### src/rtl/cloud_activity_monitor_if.sv
// Monitor bus: the observed net and run control in, window results out.
interface cloud_activity_monitor_if #(
    parameter int CNT_W = 24
);
    logic             in_signal;
    logic             enable;
    logic [CNT_W-1:0] toggle_count;
    logic             count_valid;
    logic             stuck;
    logic             busy;
    logic             led;

    modport master (
        output in_signal, enable,
        input  toggle_count, count_valid, stuck, busy, led
    );

    modport slave (
        input  in_signal, enable,
        output toggle_count, count_valid, stuck, busy, led
    );
endinterface

### src/rtl/cloud_activity_monitor.sv
// Counts toggles of a registered net over fixed windows, reports count/stuck and drives a heartbeat LED.
// Report follows the last window cycle by one clock; a 1-cycle REPORT gap separates back-to-back windows.
module cloud_activity_monitor #(
    parameter int WINDOW_CYCLES = 1000000,
    parameter int CNT_W         = 24
) (
    input  logic                    clk,
    input  logic                    rst,
    cloud_activity_monitor_if.slave mon
);
    localparam int WC_W = $clog2(WINDOW_CYCLES + 1);

    localparam logic [1:0] S_IDLE    = 2'd0;
    localparam logic [1:0] S_MEASURE = 2'd1;
    localparam logic [1:0] S_REPORT  = 2'd2;

    localparam logic [CNT_W-1:0] ACC_MAX  = '1;
    localparam logic [WC_W-1:0]  WIN_LOAD = WC_W'(WINDOW_CYCLES);

    logic [1:0]       state;
    logic             prev_r;
    logic [CNT_W-1:0] acc;
    logic [CNT_W-1:0] acc_nxt;
    logic [WC_W-1:0]  win_cnt;
    logic             toggle;
    logic             last_cycle;

    logic [CNT_W-1:0] toggle_count_r;
    logic             count_valid_r;
    logic             stuck_r;
    logic             led_r;

    assign toggle     = mon.in_signal ^ prev_r;
    assign last_cycle = (win_cnt == WC_W'(1));

    // Saturating accumulate: holds at all-ones instead of wrapping.
    always_comb begin
        acc_nxt = acc;
        if (toggle && (acc != ACC_MAX)) begin
            acc_nxt = acc + CNT_W'(1);
        end
    end

    always_ff @(posedge clk or posedge rst) begin
        if (rst) begin
            state          <= S_IDLE;
            prev_r         <= 1'b0;
            acc            <= '0;
            win_cnt        <= '0;
            toggle_count_r <= '0;
            count_valid_r  <= 1'b0;
            stuck_r        <= 1'b0;
            led_r          <= 1'b0;
        end else begin
            prev_r        <= mon.in_signal;
            count_valid_r <= 1'b0;
            case (state)
                S_IDLE: begin
                    if (mon.enable) begin
                        state   <= S_MEASURE;
                        win_cnt <= WIN_LOAD;
                        acc     <= '0;
                    end
                end
                S_MEASURE: begin
                    if (!mon.enable) begin
                        // Abort drops the partial window; published results are left untouched.
                        state <= S_IDLE;
                    end else begin
                        acc     <= acc_nxt;
                        win_cnt <= win_cnt - WC_W'(1);
                        if (last_cycle) begin
                            state          <= S_REPORT;
                            toggle_count_r <= acc_nxt;
                            count_valid_r  <= 1'b1;
                            stuck_r        <= (acc_nxt == '0);
                            led_r          <= (acc_nxt == '0) ? 1'b0 : ~led_r;
                        end
                    end
                end
                S_REPORT: begin
                    if (mon.enable) begin
                        state   <= S_MEASURE;
                        win_cnt <= WIN_LOAD;
                        acc     <= '0;
                    end else begin
                        state <= S_IDLE;
                    end
                end
                default: state <= S_IDLE;
            endcase
        end
    end

    assign mon.toggle_count = toggle_count_r;
    assign mon.count_valid  = count_valid_r;
    assign mon.stuck        = stuck_r;
    assign mon.led          = led_r;
    assign mon.busy         = (state != S_IDLE);
endmodule
### src/flat_wrapper.sv
// flat-port wrapper written by rule: the top's interface ports become plain ports
module cloud_activity_monitor_flat 
#(
    parameter int WINDOW_CYCLES = 1000000,
    parameter int CNT_W         = 24
)
  (clk, rst, mon_in_signal, mon_enable, mon_toggle_count, mon_count_valid, mon_stuck, mon_busy, mon_led);
  cloud_activity_monitor_if #(.CNT_W(CNT_W)) mon_i ();
  input  logic clk;
  input  logic rst;
  input wire logic [$bits(mon_i.in_signal)-1:0] mon_in_signal;
  input wire logic [$bits(mon_i.enable)-1:0] mon_enable;
  output wire logic [$bits(mon_i.toggle_count)-1:0] mon_toggle_count;
  output wire logic [$bits(mon_i.count_valid)-1:0] mon_count_valid;
  output wire logic [$bits(mon_i.stuck)-1:0] mon_stuck;
  output wire logic [$bits(mon_i.busy)-1:0] mon_busy;
  output wire logic [$bits(mon_i.led)-1:0] mon_led;
  assign mon_i.in_signal = mon_in_signal;
  assign mon_i.enable = mon_enable;
  assign mon_toggle_count = mon_i.toggle_count;
  assign mon_count_valid = mon_i.count_valid;
  assign mon_stuck = mon_i.stuck;
  assign mon_busy = mon_i.busy;
  assign mon_led = mon_i.led;
  cloud_activity_monitor #(.WINDOW_CYCLES(WINDOW_CYCLES), .CNT_W(CNT_W)) u_core (.clk(clk), .rst(rst), .mon(mon_i));
endmodule
### config.mk
export PLATFORM = sky130hd
export DESIGN_NAME = cloud_activity_monitor_flat
export DESIGN_NICKNAME = d
export VERILOG_FILES = /design/src/rtl/cloud_activity_monitor_if.sv /design/src/rtl/cloud_activity_monitor.sv /design/src/flat_wrapper.sv
export SDC_FILE = /design/constraint.sdc
export NUM_CORES = 1
export LEC_CHECK = 0
export ABC_AREA = 1
export CORE_MARGIN = 3
export CORE_UTILIZATION = 25
export CTS_BUF_LIST = sky130_fd_sc_hd__clkbuf_4
export DETAILED_ROUTE_END_ITERATION = 16
export GPL_TIMING_DRIVEN = 1
export HOLD_SLACK_MARGIN = 0.12
export PLACE_DENSITY = 0.41
export SYNTH_ARGS = -nofsm -noshare
export SYNTH_HDL_FRONTEND = slang
export SYNTH_SLANG_ARGS = --single-unit
### constraint.sdc
create_clock -name clk -period 2.88 [get_ports clk]
set_input_delay 0.576 -clock clk [delete_from_list [all_inputs] [get_ports clk]]
set_output_delay 0.576 -clock clk [all_outputs]
set_load 0.005 [all_outputs]
## Word level (Yosys, flattened, before mapping)

Cells that the tools add are included.

| word-level totals | value |
|---|---|
| input port bits | 4 |
| output and inout bits | 28 |
| register bits after elaboration | 74 |
| logic and storage cells | 45 |

| cells by class | value |
|---|---|
| equality and inequality tests | 8 |
| bitwise gates (word level) | 2 |
| muxes and demuxes | 16 |
| add/subtract/negate cells | 2 |
| reduce and logical (&&, ||, !) cells | 9 |

Operators by type and width:

| cell | number |
|---|---|
| two-way mux 24 bit | 3 |
| one-hot mux 24 bit (2 select lines) | 1 |
| two-way mux 20 bit | 2 |
| one-hot mux 20 bit (2 select lines) | 1 |
| adder 24 x 1 -> 24 bit, second input constant | 1 |
| zero test 24 bit | 1 |
| != test 24 bit, second input constant | 1 |
| == test 20 x 1 -> 1 bit, second input constant | 1 |
| subtractor 20 x 1 -> 20 bit, second input constant | 1 |
| two-way mux 2 bit | 3 |
| one-hot mux 2 bit (3 select lines) | 1 |
| AND reduction 3 bit | 2 |
| two-way mux 1 bit | 5 |
| != test 2 bit, second input constant | 2 |
| nonzero test 2 bit | 2 |
| != test 3 x 2 -> 1 bit, second input constant | 1 |
| == test 2 x 1 -> 1 bit, second input constant | 1 |
| == test 2 bit, second input constant | 1 |
| zero test 2 bit | 1 |
| != test 2 x 1 -> 1 bit, second input constant | 1 |
| AND reduction 2 bit | 1 |
| OR reduction 2 bit | 1 |
| logical AND 1 bit | 1 |
| NOT 1 bit | 1 |
| XOR 1 bit | 1 |

## Depth between registers and ports, before layout

Gate-level depths: netlist (run 1).

| depth | value |
|---|---|
| word-level depth | 5 |
| gate-level depth with buffers | 17 |
| depth with buffers taken out | 17 |

## Least setup slack after synthesis (run 1)

OpenSTA, ideal clock, no wires.

| timing | value |
|---|---|
| kind | input to register |
| start | input mon_enable |
| end | register u_core.acc[8] |
| arrival | 1.807 ns |
| path slack | 0.932 ns |
| path buffers | 2 |
| stages on the path | 7 |
| library setup time | 0.141 ns |
| data required time | 2.739 ns |
| cells stage by stage | inv_1 > nor2_1 > nor2_1 > inv_1 > clkbuf_1 > buf_1 > o22ai_1 |

| on the way | value |
|---|---|
| word-level cells in the longest chain between the ends | 2 |
| elaborated cells on any way between the ends | 3 |
| those cells by class | eq/ne: 2; reduce/logical: 1 |

Ends and longest elaborated chain:

| element | line | text |
|---|---|---|
| start, declared | flat_wrapper.sv:12 | `input wire logic [$bits(mon_i.enable)-1:0] mon_enable;` |
| != test 2 bit (no line) or != test 2 x 1 -> 1 bit (tied branches) | -- |  |
| AND reduction 3 bit (no line) (*) | -- |  |
| end signal, assigned | cloud_activity_monitor.sv:70 | `acc <= acc_nxt;` |
| end, declared | cloud_activity_monitor.sv:22 | `logic [CNT_W-1:0] acc;` |

Every way passes the cells marked *; elsewhere a longest branch is shown, timed or not.
A chain may end at the register's enable or synchronous reset.

## Worst setup path after layout (run 1)

| timing | value |
|---|---|
| start | register u_core.acc[0] |
| end | register u_core.led_r, in the netlist u_core.mon.led |

| on the way | value |
|---|---|
| word-level cells in the longest chain between the ends | 5 |
| elaborated cells on any way between the ends | 6 |
| those cells by class | add/sub: 1; eq/ne: 1; mux: 2; reduce/logical: 2 |

Ends and longest elaborated chain:

| element | line | text |
|---|---|---|
| branches (longest 2 deep; another with adder 24 x 1 -> 24 bit) | -- |  |
| two-way mux 24 bit (*) | cloud_activity_monitor.sv:39 | `if (toggle && (acc != ACC_MAX)) begin` |
| zero test 24 bit (*) | cloud_activity_monitor.sv:77 | `led_r <= (acc_nxt == '0) ? 1'b0 : ~led_r;` |
| two-way mux 1 bit (*) | cloud_activity_monitor.sv:77 |  |
| end signal, assigned | cloud_activity_monitor.sv:77 |  |
| end, declared | cloud_activity_monitor.sv:31 | `logic led_r;` |

Every way passes the cells marked *.

==> PnR_summary.wiki, run 1 <==
{| class="wikitable"
! Metric !! Value
|-
| Status || finished clean
|-
| Number of DRC markers after the initial detailed-route iteration || 198
|-
| MaxCap Viol Count || 0
|-
| Initial antenna violation count || 0
|-
| Commonest non-fill, non-tap cells in the layout || nand2_1 (156), dfrtp_1 (74), inv_1 (69), nor2_1 (66), o21ai_0 (37)
|-
| Residual antenna-violating net count after detailed routing || 0
|-
| Crit path time final || 2.43 ns
|-
| Part of the total power dissipated in combinational logic || 0.149
|-
| TritonCTS Sinks || 74
|-
| Required time reported for the critical path endpoint || 3.22 ns
|-
| Fmax || roughly 400 MHz
|-
| Slew margin rel. || 0.662
|-
| DR vias || roughly 3600
|-
| Fraction of the yosys area taken by sequential cells || 0.465
|-
| Highest fanout seen on the critical path || 35
|-
| Post-CTS setup buffer count || 0
|-
| Initial Util || 0.259
|-
| Worst Setup Slack, final || approximately 0.45 ns
|-
| Number of port buffers || 31
|-
| Total global routing overflow || 0
|-
| Global-route wire length before repair || between 15000 and 20000 um
|-
| Switching fraction of total power || 0.295
|-
| Post-DR vias/cell || 4.55
|-
| Internal Pwr Total || between 0.0015 and 0.002 W
|-
| Area of the core || 0.0154 mm^2
|-
| Number of rows created at floorplan || 45
|-
| Reg2reg setup slack || between 0.4 and 0.5 ns
|-
| Post-synthesis cell type with the largest combined area || dfrtp_1
|-
| Slew at the pin with the worst max-slew slack || 0.504 ns
|-
| Mapped Nets || 550
|-
| Clock tree from TritonCTS || built
|-
| First-pass detailed-route iteration total || 4
|-
| Worst reg2reg startpoint || u_core.acc[0]$_DFFE_PP0P_
|-
| Post-route cell area || approximately 0.0048 mm^2
|-
| Worst supply voltage drop on vdd || around 0.22 mV
|-
| Number of primary I/O pins || 32
|-
| Post-Synthesis Cell Area || around 0.004 mm^2
|-
| FF-to-FF End || u_core.mon.led$_DFFE_PP0P_
|-
| Post-synthesis register bit count || 74
|-
| Die height || roughly 130 um
|-
| Post-DP HPWL || 8330 um
|-
| Overall die area || around 0.017 mm^2
|-
| H-tree level count || 3
|-
| Placed standard-cell area || between 0.004 and 0.005 mm^2
|-
| Filler cells || 1644
|-
| Final Max Tran Viols || 0
|-
| RSZ-0062 raised after global routing || no
|-
| Post-synthesis cell type count || 32
|-
| Syn. warnings || 0
|-
| Antenna diode count || 0
|-
| Sequential fraction of design power || 0.517
|-
| Buffer levels on the longest clock path || 2
|-
| Gate count after technology mapping || 543
|-
| Yosys top cell area share || 0.465
|-
| CTS root buffer || clkbuf_4
|-
| Clock insertion delay at the later pin of the skew report || approximately 0.45 ns
|-
| Drt total wl || ~11000 um
|-
| Category of the worst setup path capture point || flop
|-
| Part of the cycle the worst path needs || 0.842
|-
| LEAKAGE || between 2 and 2.5 nW
|-
| Number of global-route vias before repair || roughly 3700
|-
| Fraction of final layout cells sized beyond drive strength 1 || 0.0763
|-
| Worst Clk Skew || roughly 0.02 ns
|-
| Worst slack after detailed placement || approximately 0.094 ns
|-
| Register-to-Register Path Depth || 16
|-
| Horiz. Die Dim || between 100 and 150 um
|-
| Layout Nets || 592
|-
| Number of failing hold endpoints at the final stage || 0
|-
| Final Wtd Congestion || ~0.89
|-
| Worst setup path class || flop to flop
|-
| All-layer global routing usage || 0.132
|-
| Mean Syn Cell Area || 7.33 um^2
|-
| Number of cells upsized or downsized after cts || 0
|-
| Count of hold buffers inserted by post-cts repair || 0
|-
| Worst setup SP type || flop
|-
| Worst min path class || input pin to async pin
|-
| Psw || around 0.00065 W
|-
| Area added between synthesis and finish || 20.1%
|-
| Sum of negative setup slack || 0 ns
|-
| Arrival time worst endpoint || around 2.8 ns
|-
| Most common library cell in the layout ignoring fill and taps || nand2_1
|-
| Cell types with the largest area share after synthesis || dfrtp_1 (47%), nand2_1 (15%), inv_1 (6.6%)
|-
| Number of buffers created by CTS || 9
|-
| Part of the total power dissipated in the clock network || 0.335
|-
| Total power per unit cell area || about 460 mW/mm^2
|-
| Count of unresolved DRC violations after routing || 0
|-
| Worst-path clk slew || between 0.1 and 0.15 ns
|-
| WL per Instance || between 10 and 15 um
|-
| Largest net degree at the start of global routing || ~50
|-
| Number of setup violations in the final report || 0
|}
[synthesized netlist by cell type (all sizes together)]
cell and count:
a21oi 7, clkbuf 10, nand4 10, nor3 11, nor4 3, a21o 1, o31ai 1, a22o 1
o311ai 1, nand3b 3, or2 4, nand2 160, dfrtp 74, a311oi 4, o21ai 37, xnor2 2
buf 4, a22oi 1, nand3 35, nor3b 1, ha 3, inv 70, o211ai 1, nor2 73
o22ai 25, xor2 1
[metal layers]
| layer | GRT usage | vias to the layer above | part of all wire |
|---|---|---|---|
| met5 | 0 | - | 0 |
| met4 | 0.0525 | 0 | 0.019 |
| li1 | - | 1853 | - |
| met3 | 0.0302 | 18 | 0.031 |
| met1 | 0.177 | 1714 | 0.49 |
| met2 | 0.208 | 57 | 0.45 |
[logic make-up (layout without fill, tap and decap cells)]
group / Yosys count / count (layout) / synth area share
DFF: 74 / 74 / 0.465
adders and majority gates: 3 / 3 / 0.00943
buffers and inverters: 84 / 131 / 0.0818
xor gates and xnor gates: 3 / 3 / 0.00660
and+or+nand+nor: 300 / 300 / 0.321
AOI/OAI and AO/OA: 79 / 79 / 0.115
[sequential cells by signal, summed over array words and instances, names as in the netlist]
| signal | cells |
|---|---|
| u_core.acc | 24 |
| u_core.mon.count_valid | 1 |
| u_core.mon.led | 1 |
| u_core.mon.stuck | 1 |
| u_core.mon.toggle_count | 24 |
| u_core.prev_r | 1 |
| u_core.state | 2 |
| u_core.win_cnt | 20 |
[power by group through the flow]
stage	clock network (W)	logic, W	registers [W]
after CTS	0.000778	0.000335	0.00115
after detailed placement	0	0.000333	0.00117
after floorplan	0	0.000238	0.00115
after global placement	0	0.000330	0.00116
after global routing	0.000822	0.000379	0.00116
final	0.000742	0.000330	0.00115
[metrics by stage]
| stage | util | instances | total power (W) | hold WS (ns) |
|---|---|---|---|---|
| after floorplan | - | 543 | 0.00139 | 0.451 |
| after global placement | 0.301 | 785 | 0.00149 | 0.468 |
| after detailed placement | 0.301 | 785 | 0.00150 | 0.472 |
| after CTS | 0.311 | 801 | 0.00226 | 0.261 |
| after global routing | 0.311 | 801 | 0.00236 | 0.287 |
| final | 0.311 | 801 | 0.00222 | 0.308 |
[cell type report]
cell class | count | area, um^2 | area share
sequential | 74 | 1850 | 0.388
multi-input combinational | 385 | 1800 | 0.377
timing repair buffer | 45 | 440 | 0.0922
tap | 211 | 264 | 0.0553
inverter | 70 | 263 | 0.0550
clock inverter | 6 | 81.3 | 0.0170
clock buffer | 10 | 75.1 | 0.0157
[worst max-delay path, stage by stage (launching register included)]
cell	delay, ns
dfrtp_1	0.41
ha_1	0.19
inv_1	0.06
nor2_2	0.19
nand2_2	0.12
nor2_4	0.18
nand2_4	0.24
nand2_1	0.24
nand2_1	0.07
nand2_1	0.11
nand2_1	0.08
nor2_1	0.10
nand2_1	0.07
nor2_2	0.10
nand2_1	0.06
nand2_1	0.06
nand2_1	0.04
[worst max-delay path by stage]
stage | startpoint | endpoint | slack, ns | cells past startpoint
CTS | u_core.acc[0]$_DFFE_PP0P_ | u_core.mon.led$_DFFE_PP0P_ | 0.41 | 16
global route | u_core.acc[0]$_DFFE_PP0P_ | u_core.mon.led$_DFFE_PP0P_ | 0.19 | 16
finish | u_core.acc[0]$_DFFE_PP0P_ | u_core.mon.led$_DFFE_PP0P_ | 0.45 | 16
detailed placement | mon_in_signal | u_core.mon.led$_DFFE_PP0P_ | 0.09 | 14
global placement | mon_in_signal | u_core.mon.led$_DFFE_PP0P_ | 0.1 | 14
floorplan | rst | u_core.acc[0]$_DFFE_PP0P_ | 0.42 | 1
Note: power is estimated with default switching activity, not from simulation.
==> run 2, diff against run 1 <==
Clock period 2.88 ns to 2.5 ns, I/O delays scaled along.
==> PnR_summary.wiki, run 2 (same netlist as run 1, synthesis figures left out) <==
{| class="wikitable"
! Metric !! Value
|-
| Status || finished clean (unchanged)
|-
| Reg2reg setup slack || 0.23 ns (was 0.45 ns)
|-
| FF-to-FF End || u_core.mon.led$_DFFE_PP0P_ (unchanged)
|-
| Slew margin rel. || 0.634 (was 0.662)
|-
| Final Max Tran Viols || 0 (unchanged)
|-
| Overall die area || 0.0175 mm^2 (unchanged)
|-
| Met2 track demand over resource in global routing || 0.225 (was 0.208)
|-
| Routing usage on met1 || 0.184 (was 0.177)
|-
| Number of failing hold endpoints at the final stage || 0 (unchanged)
|-
| TritonCTS Sinks || 74 (unchanged)
|-
| H-tree level count || 3 (unchanged)
|-
| Clock insertion delay at the later pin of the skew report || 0.46 ns (was 0.45 ns)
|-
| Met3 global-route usage || 0.0279 (was 0.0302)
|-
| Largest net degree at the start of global routing || 75 (was 51)
|-
| Worst-path clk slew || 0.12 ns (about the same)
|-
| Number of setup violations in the final report || 0 (unchanged)
|-
| Worst slack after detailed placement || -0.178 ns (was 0.0937 ns)
|-
| LEAKAGE || 2.17 nW (was 2.10 nW)
|-
| Worst reg2reg startpoint || u_core.acc[0]$_DFFE_PP0P_ (unchanged)
|-
| Part of the total power dissipated in combinational logic || 0.148 (was 0.149)
|-
| Part of the cycle the worst path needs || 0.909 (was 0.842)
|-
| DR vias || 3713 (was 3642)
|-
| List of cells traversed by the critical path || ha_1 -> inv_1 -> nor2_2 -> nand2_2 -> nor2_4 -> buf_12 -> nand2_4 -> nand4_1 -> nand2_1 -> nor2_1 -> nand2_1 -> nor2_2 -> nand2_1 -> nand2_1 -> nand2_1 (was ha_1 -> inv_1 -> nor2_2 -> nand2_2 -> nor2_4 -> nand2_4 -> nand2_1 -> nand2_1 -> nand2_1 -> nand2_1 -> nor2_1 -> nand2_1 -> nor2_2 -> nand2_1 -> nand2_1 -> nand2_1)
|-
| Commonest non-fill, non-tap cells in the layout || nand2_1 (155), dfrtp_1 (74), inv_1 (69), nor2_1 (65), o21ai_0 (37) (was nand2_1 (156), dfrtp_1 (74), inv_1 (69), nor2_1 (66), o21ai_0 (37))
|-
| Worst setup SP type || flop (unchanged)
|-
| Filler cells || 1654 (was 1644)
|-
| Die height || 132 um (unchanged)
|-
| Worst min path class || input pin to async pin (unchanged)
|-
| Layout Nets || 608 (was 592)
|-
| Most common library cell in the layout ignoring fill and taps || nand2_1 (unchanged)
|-
| Number of port buffers || 31 (unchanged)
|-
| All-layer global routing usage || 0.141 (was 0.132)
|-
| Total power per unit cell area || 520 mW/mm^2 (was 464 mW/mm^2)
|-
| Initial antenna violation count || 0 (unchanged)
|-
| Number of primary I/O pins || 32 (unchanged)
|-
| Area taken by multi-input logic gates || 0.00183 mm^2 (was 0.00180 mm^2)
|-
| Most used cell along the critical path || nand2_1 (unchanged)
|-
| Post-DR vias/cell || 4.54 (was 4.55)
|-
| Worst Clk Skew || 0.0171 ns (was 0.0206 ns)
|-
| Area of the core || 0.0154 mm^2 (unchanged)
|-
| CTS root buffer || clkbuf_4 (unchanged)
|-
| Register area || 0.00185 mm^2 (unchanged)
|-
| Number of buffers created by CTS || 9 (unchanged)
|-
| Worst Setup Slack, final || 0.227 ns (was 0.454 ns)
|-
| Buffer levels on the longest clock path || 2 (unchanged)
|-
| Crit path time final || 2.27 ns (was 2.43 ns)
|-
| MaxCap Viol Count || 0 (unchanged)
|-
| Sequential fraction of design power || 0.517 (about the same)
|-
| Fmax || 440 MHz (was 412 MHz)
|-
| Post-route cell area || 0.00492 mm^2 (was 0.00478 mm^2)
|-
| Busiest layer in global routing || met2 (unchanged)
|-
| Start point of the critical path || u_core.acc[0]$_DFFE_PP0P_ (unchanged)
|-
| Register-to-Register Path Depth || 15 (was 16)
|-
| Highest fanout seen on the critical path || 17 (was 35)
|-
| Fraction of final layout cells sized beyond drive strength 1 || 0.104 (was 0.0763)
|-
| Library cell contributing the largest single delay on the critical path || dfrtp_1 (unchanged)
|-
| Arrival time worst endpoint || 2.64 ns (was 2.77 ns)
|-
| Number of DRC markers after the initial detailed-route iteration || 255 (was 198)
|-
| Horiz. Die Dim || 132 um (unchanged)
|-
| Worst supply voltage drop on vdd || 0.240 mV (was 0.220 mV)
|-
| Post-DP HPWL || 8260 um (was 8330 um)
|-
| Clock tree from TritonCTS || built (unchanged)
|-
| Slew at the pin with the worst max-slew slack || 0.545 ns (was 0.504 ns)
|-
| Global-route wire length before repair || 19500 um (was 18700 um)
|-
| Final Wtd Congestion || 0.907 (was 0.885)
|-
| Part of the total power dissipated in the clock network || 0.334 (was 0.335)
|-
| Max stage delay on crit path || 0.42 ns (was 0.41 ns)
|-
| Placed standard-cell area || 0.00472 mm^2 (was 0.00462 mm^2)
|-
| Switching fraction of total power || 0.301 (was 0.295)
|-
| Antenna diode count || 0 (unchanged)
|-
| Number of rows created at floorplan || 45 (unchanged)
|-
| Area added between synthesis and finish || 23.7% (was 20.1%)
|-
| Internal Pwr Total || 0.00179 W (was 0.00156 W)
|-
| WL per Instance || 14.4 um (was 13.9 um)
|-
| RSZ-0062 raised after global routing || no (unchanged)
|-
| Initial Util || 0.259 (unchanged)
|-
| Worst setup path class || flop to flop (unchanged)
|-
| Number of global-route vias before repair || 3731 (was 3654)
|-
| Total global routing overflow || 0 (unchanged)
|-
| First-pass detailed-route iteration total || 4 (unchanged)
|-
| Required time reported for the critical path endpoint || 2.86 ns (was 3.22 ns)
|-
| Psw || 0.000769 W (was 0.000653 W)
|-
| Residual antenna-violating net count after detailed routing || 0 (unchanged)
|-
| Count of unresolved DRC violations after routing || 0 (unchanged)
|-
| Category of the worst setup path capture point || flop (unchanged)
|-
| Drt total wl || 11800 um (was 11100 um)
|}
==> run 2: cell types whose count changed in the layout (fill, tap and decap cells not counted), sizes merged <==
cell | previous run | this run
nand2 | 160 | 161
clkinv | 3 | 5
clkbuf | 10 | 9
buf | 14 | 29
clkinvlp | 1 | 0
==> run 2: final cells by class <==
type                    count  share of cell area
repair buffers             60               0.115
well taps                 211              0.0536
multi-input cells         386               0.371
clock buffers               9              0.0137
clock inverters             7              0.0170
flip-flops and latches     74               0.376
inverters                  70              0.0534
==> run 2: what timing repair did <==
item | in CTS | in global routing
setup buffers | 0 | 2
resized for setup | 0 | 3
setup endpoints to repair | 0 | 2
hold buffers | 0 | 0
==> run 2: per-layer routing <==
layer  vias to the layer above  wire length, um
met5                         -                0
met4                         0              352
met3                        23              404
met2                        76             5440
met1                      1726             5600
li1                       1888                -
==> run 2: worst max path at each step <==
| stage | endpoint | slack [ns] | depth (start not counted) |
|---|---|---|---|
| floorplan | u_core.acc[0]$_DFFE_PP0P_ | 0.12 | 1 |
| global placement | u_core.mon.led$_DFFE_PP0P_ | -0.16 | 14 |
| detailed placement | u_core.mon.led$_DFFE_PP0P_ | -0.18 | 14 |
| CTS | u_core.mon.led$_DFFE_PP0P_ | 0.10 | 16 |
| global route | u_core.mon.led$_DFFE_PP0P_ | 0.01 | 16 |
| finish | u_core.mon.led$_DFFE_PP0P_ | 0.23 | 15 |
==> run 2: metrics by stage <==
stage	hold slack (ns)	utilization	power, W	std cells	setup TNS, ns
3_5_place_dp	0.473	0.307	0.00172	798	-0.283
6_report	0.442	0.320	0.00256	817	0
3_3_place_gp	0.466	0.307	0.00172	798	-0.247
5_1_grt	0.445	0.320	0.00273	817	0
2_1_floorplan	0.451	-	0.00160	543	0
4_1_cts	0.421	0.317	0.00260	814	0
==> run 2: worst max-delay path, delay by kind of cell, from the launching register on <==
| kind | cells | cell delay [ns] |
|---|---|---|
| AND/OR/NAND/NOR | 12 | 1.33 |
| flip-flops | 1 | 0.42 |
| buffers and inverters | 2 | 0.22 |
| adder cells (fa/ha/maj) | 1 | 0.21 |
==> run 2: power groups by stage <==
stage	clock network [W]	logic [W]	registers, W
after floorplan	0	0.000274	0.00133
after global placement	0	0.000381	0.00134
after detailed placement	0	0.000382	0.00134
after CTS	0.000895	0.000385	0.00132
after global routing	0.000947	0.000450	0.00133
final	0.000855	0.000380	0.00132
==> run 3, diff against run 2 <==
Settings changed: ABC_AREA 1 to default, GPL_TIMING_DRIVEN 1 to default.
==> PnR_summary.wiki, run 3 <==
{| class="wikitable"
! Metric !! Value
|-
| Status || finished with violations (was finished clean)
|-
| Violated checks || setup timing
|-
| Most used standard cell by instance count after synthesis || nand2_1 (unchanged)
|-
| Final Max Tran Viols || 0 (unchanged)
|-
| Number of setup violations in the final report || 2 (was 0)
|-
| Area added between synthesis and finish || 36.0% (was 23.7%)
|-
| Clock tree from TritonCTS || built (unchanged)
|-
| Number of global-route vias before repair || 3783 (was 3731)
|-
| Post-synthesis cell type with the largest combined area || dfrtp_1 (unchanged)
|-
| Required time reported for the critical path endpoint || 2.90 ns (was 2.86 ns)
|-
| Number of failing hold endpoints at the final stage || 0 (unchanged)
|-
| Most used standard cells in the synthesized netlist || nand2_1 (100), dfrtp_1 (74), o21ai_0 (73) (was nand2_1 (156), dfrtp_1 (74), inv_1 (70))
|-
| Drt total wl || 11700 um (was 11800 um)
|-
| Number of port buffers || 31 (unchanged)
|-
| Syn. warnings || 0 (unchanged)
|-
| Xor-xnor portion of the synthesized cell area || 0.0625 (was 0.00660)
|-
| All-layer global routing usage || 0.140 (was 0.141)
|-
| Primary FF master, synth || dfrtp_1 (unchanged)
|-
| Global-route wire length before repair || 19900 um (was 19500 um)
|-
| Most common library cell in the layout ignoring fill and taps || nand2_1 (unchanged)
|-
| Overall die area || 0.0178 mm^2 (was 0.0175 mm^2)
|-
| Worst min path class || input pin to async pin (unchanged)
|-
| Worst Clk Skew || 0.0240 ns (was 0.0171 ns)
|-
| Antenna diode count || 0 (unchanged)
|-
| H-tree level count || 3 (unchanged)
|-
| Category of the worst setup path capture point || flop (unchanged)
|-
| Number of primary I/O pins || 32 (unchanged)
|-
| Largest net degree at the start of global routing || 75 (unchanged)
|-
| Fraction of final layout cells sized beyond drive strength 1 || 0.247 (was 0.104)
|-
| Post-DP HPWL || 8390 um (was 8260 um)
|-
| Slew at the pin with the worst max-slew slack || 0.424 ns (was 0.545 ns)
|-
| Fmax || 384 MHz (was 440 MHz)
|-
| Total global routing overflow || 0 (unchanged)
|-
| Worst setup SP type || flop (unchanged)
|-
| Share of synthesized flip-flops with an asynchronous set or reset || 1.00 (unchanged)
|-
| Clock insertion delay at the later pin of the skew report || 0.46 ns (about the same)
|-
| Commonest non-fill, non-tap cells in the layout || nand2_1 (99), buf_4 (91), dfrtp_1 (70), o21ai_0 (69), clkdlybuf4s50_1 (31) (was nand2_1 (155), dfrtp_1 (74), inv_1 (69), nor2_1 (65), o21ai_0 (37))
|-
| Mapped Nets || 477 (was 550)
|-
| Met2 routed wirelength || 5750 um (was 5440 um)
|-
| Multiplexer fraction of the synthesized cell area || 0.0105 (was 0)
|-
| Worst-path clk slew || 0.14 ns (was 0.12 ns)
|-
| Horiz. Die Dim || 133 um (was 132 um)
|-
| DR vias || 3750 (was 3713)
|-
| Met3 routed WL || 468 um (was 404 um)
|-
| Placed Instances || 765 (was 798)
|-
| Fraction of the mapped netlist area in simple logic gates || 0.252 (was 0.321)
|-
| Area of the core || 0.0155 mm^2 (was 0.0154 mm^2)
|-
| Die height || 133 um (was 132 um)
|-
| Yosys top cell area share || 0.456 (was 0.465)
|-
| Fraction of the yosys area taken by sequential cells || 0.456 (was 0.465)
|-
| First-pass detailed-route iteration total || 4 (unchanged)
|-
| Cell types with the largest area share after synthesis || dfrtp_1 (46%), nand2_1 (9.2%), o21ai_0 (9.0%) (was dfrtp_1 (47%), nand2_1 (15%), inv_1 (6.6%))
|-
| Post-Synthesis Cell Area || 0.00406 mm^2 (was 0.00398 mm^2)
|-
| Layout Nets || 584 (was 608)
|-
| WL per Instance || 14.8 um (was 14.4 um)
|-
| Slew margin rel. || 0.717 (was 0.634)
|-
| Initial Util || 0.261 (was 0.259)
|-
| Buffer levels on the longest clock path || 2 (unchanged)
|-
| Total power per unit cell area || 416 mW/mm^2 (was 520 mW/mm^2)
|-
| Arrival time worst endpoint || 3.00 ns (was 2.64 ns)
|-
| Count of hold buffers inserted by post-cts repair || 0 (unchanged)
|-
| Post-synthesis register bit count || 74 (unchanged)
|-
| Number of rows created at floorplan || 45 (unchanged)
|-
| Main combinational cell family by area after synthesis || simple AND/OR/NAND/NOR gates (unchanged)
|-
| MaxCap Viol Count || 0 (unchanged)
|-
| Worst supply voltage drop on vdd || 0.258 mV (was 0.240 mV)
|-
| Post-synthesis cell type count || 48 (was 32)
|-
| EDFF count, synth || 0 (unchanged)
|-
| CTS root buffer || clkbuf_4 (unchanged)
|-
| Synth Area in Compound Gates || 0.166 (was 0.115)
|-
| LEAKAGE || 2.32 nW (was 2.17 nW)
|-
| Gate count after technology mapping || 470 (was 543)
|-
| Layout Utilization || 0.356 (was 0.320)
|-
| RSZ-0062 raised after global routing || yes (was no)
|-
| Post-synthesis adder-cell area fraction || 0.00924 (was 0.00943)
|-
| Initial antenna violation count || 0 (unchanged)
|-
| Post-DR vias/cell || 4.73 (was 4.54)
|-
| Crit path time final || 2.60 ns (was 2.27 ns)
|-
| Worst setup path class || flop to flop (unchanged)
|-
| Highest fanout seen on the critical path || 3 (was 17)
|-
| TritonCTS Sinks || 74 (unchanged)
|-
| Final standard cell count with taps included and fillers excluded || 793 (was 817)
|-
| Number of DRC markers after the initial detailed-route iteration || 193 (was 255)
|-
| Final Wtd Congestion || 0.860 (was 0.907)
|-
| Worst Setup Slack, final || -0.101 ns (was 0.227 ns)
|-
| Routed met1 length || 5330 um (was 5600 um)
|-
| Highest metal layer with signal wires || met4 (unchanged)
|-
| Count of unresolved DRC violations after routing || 0 (unchanged)
|-
| Mean Syn Cell Area || 8.64 um^2 (was 7.33 um^2)
|-
| Number of buffers created by CTS || 9 (unchanged)
|-
| Residual antenna-violating net count after detailed routing || 0 (unchanged)
|-
| Part of the cycle the worst path needs || 1.04 (was 0.909)
|-
| Filler cells || 1668 (was 1654)
|}
[run 3: final cells by class]
class                      count  area (um^2)  share of cell area
multi-input combinational    356         2180               0.395
timing repair buffer         127         1080               0.195
clock buffer                   9         67.6              0.0122
sequential                    74         1860               0.336
tap                          211          264              0.0478
clock inverter                 7         46.3             0.00838
inverter                       9         33.8             0.00611
[run 3: stage by stage]
step / power [W] / setup slack, ns / hold WS [ns] / TNS, ns / cell area, um^2
final: 0.00230 / -0.101 / 0.431 / -0.173 / 5530
after global routing: 0.00245 / -0.202 / 0.439 / -0.400 / 5530
after CTS: 0.00235 / -0.0633 / 0.414 / -0.0961 / 5460
after detailed placement: 0.00164 / -0.838 / 0.469 / -4.65 / 5200
after global placement: 0.00163 / -0.712 / 0.461 / -3.54 / 5200
after floorplan: 0.00152 / -0.0937 / 0.468 / -0.144 / 4110
[run 3: power breakdown]
part	switching, W	internal (W)	leakage, nW	total, W
sequential	0.0000579	0.00125	0.981	0.00130
combinational	0.000184	0.000144	1.28	0.000327
clock	0.000465	0.000200	0.0593	0.000665
[run 3: logic make-up after synthesis]
logic type / Yosys count
buffers and inverters: 40
adder cells (fa/ha/maj): 3
flip-flops: 74
multiplexers: 4
AND/OR/NAND/NOR: 207
XOR/XNOR: 29
AO/OA/AOI/OAI: 113
[run 3: path summary, 6_finish.rpt]
check / start / endpoint / slack (ns) / depth (start not counted)
max: u_core.acc[17]$_DFFE_PP0P_ / u_core.mon.stuck$_DFFE_PP0P_ / -0.10 / 9
min: rst / u_core.acc[19]$_DFFE_PP0P_ / 0.43 / 3
max reg2reg: u_core.acc[17]$_DFFE_PP0P_ / u_core.mon.stuck$_DFFE_PP0P_ / -0.10 / 9
min reg2reg: u_core.mon.toggle_count[7]$_DFFE_PP0P_ / u_core.mon.toggle_count[7]$_DFFE_PP0P_ / 0.49 / 2
max in group asynchronous: rst / u_core.acc[0]$_DFFE_PP0P_ / 1.71 / 3
min in group clk: u_core.mon.toggle_count[7]$_DFFE_PP0P_ / u_core.mon.toggle_count[7]$_DFFE_PP0P_ / 0.49 / 2
[run 3: per-layer routing]
metal	vias up	global-route usage
li1	1872	-
met1	1799	0.182
met2	64	0.234
met3	15	0.0325
met4	0	0.0377
met5	-	0
[run 3: critical path, stage by stage (launching register included)]
cell,delay [ns]
dfrtp_1,0.39
nand4_1,0.11
buf_6,0.14
or4_4,0.53
o211ai_4,0.22
nor4_2,0.08
xor2_1,0.16
or4_4,0.51
nor4_4,0.20
mux2_4,0.19
[run 3: repair_timing]
action / 4_1_cts / 5_1_grt
buffers inserted: 7 / 5
pin swaps: 7 / 8
gates cloned: 0 / 0
endpoints found under the setup margin: 2 / 6
endpoints found under the hold margin: 0 / 0
resized for setup: 21 / 8
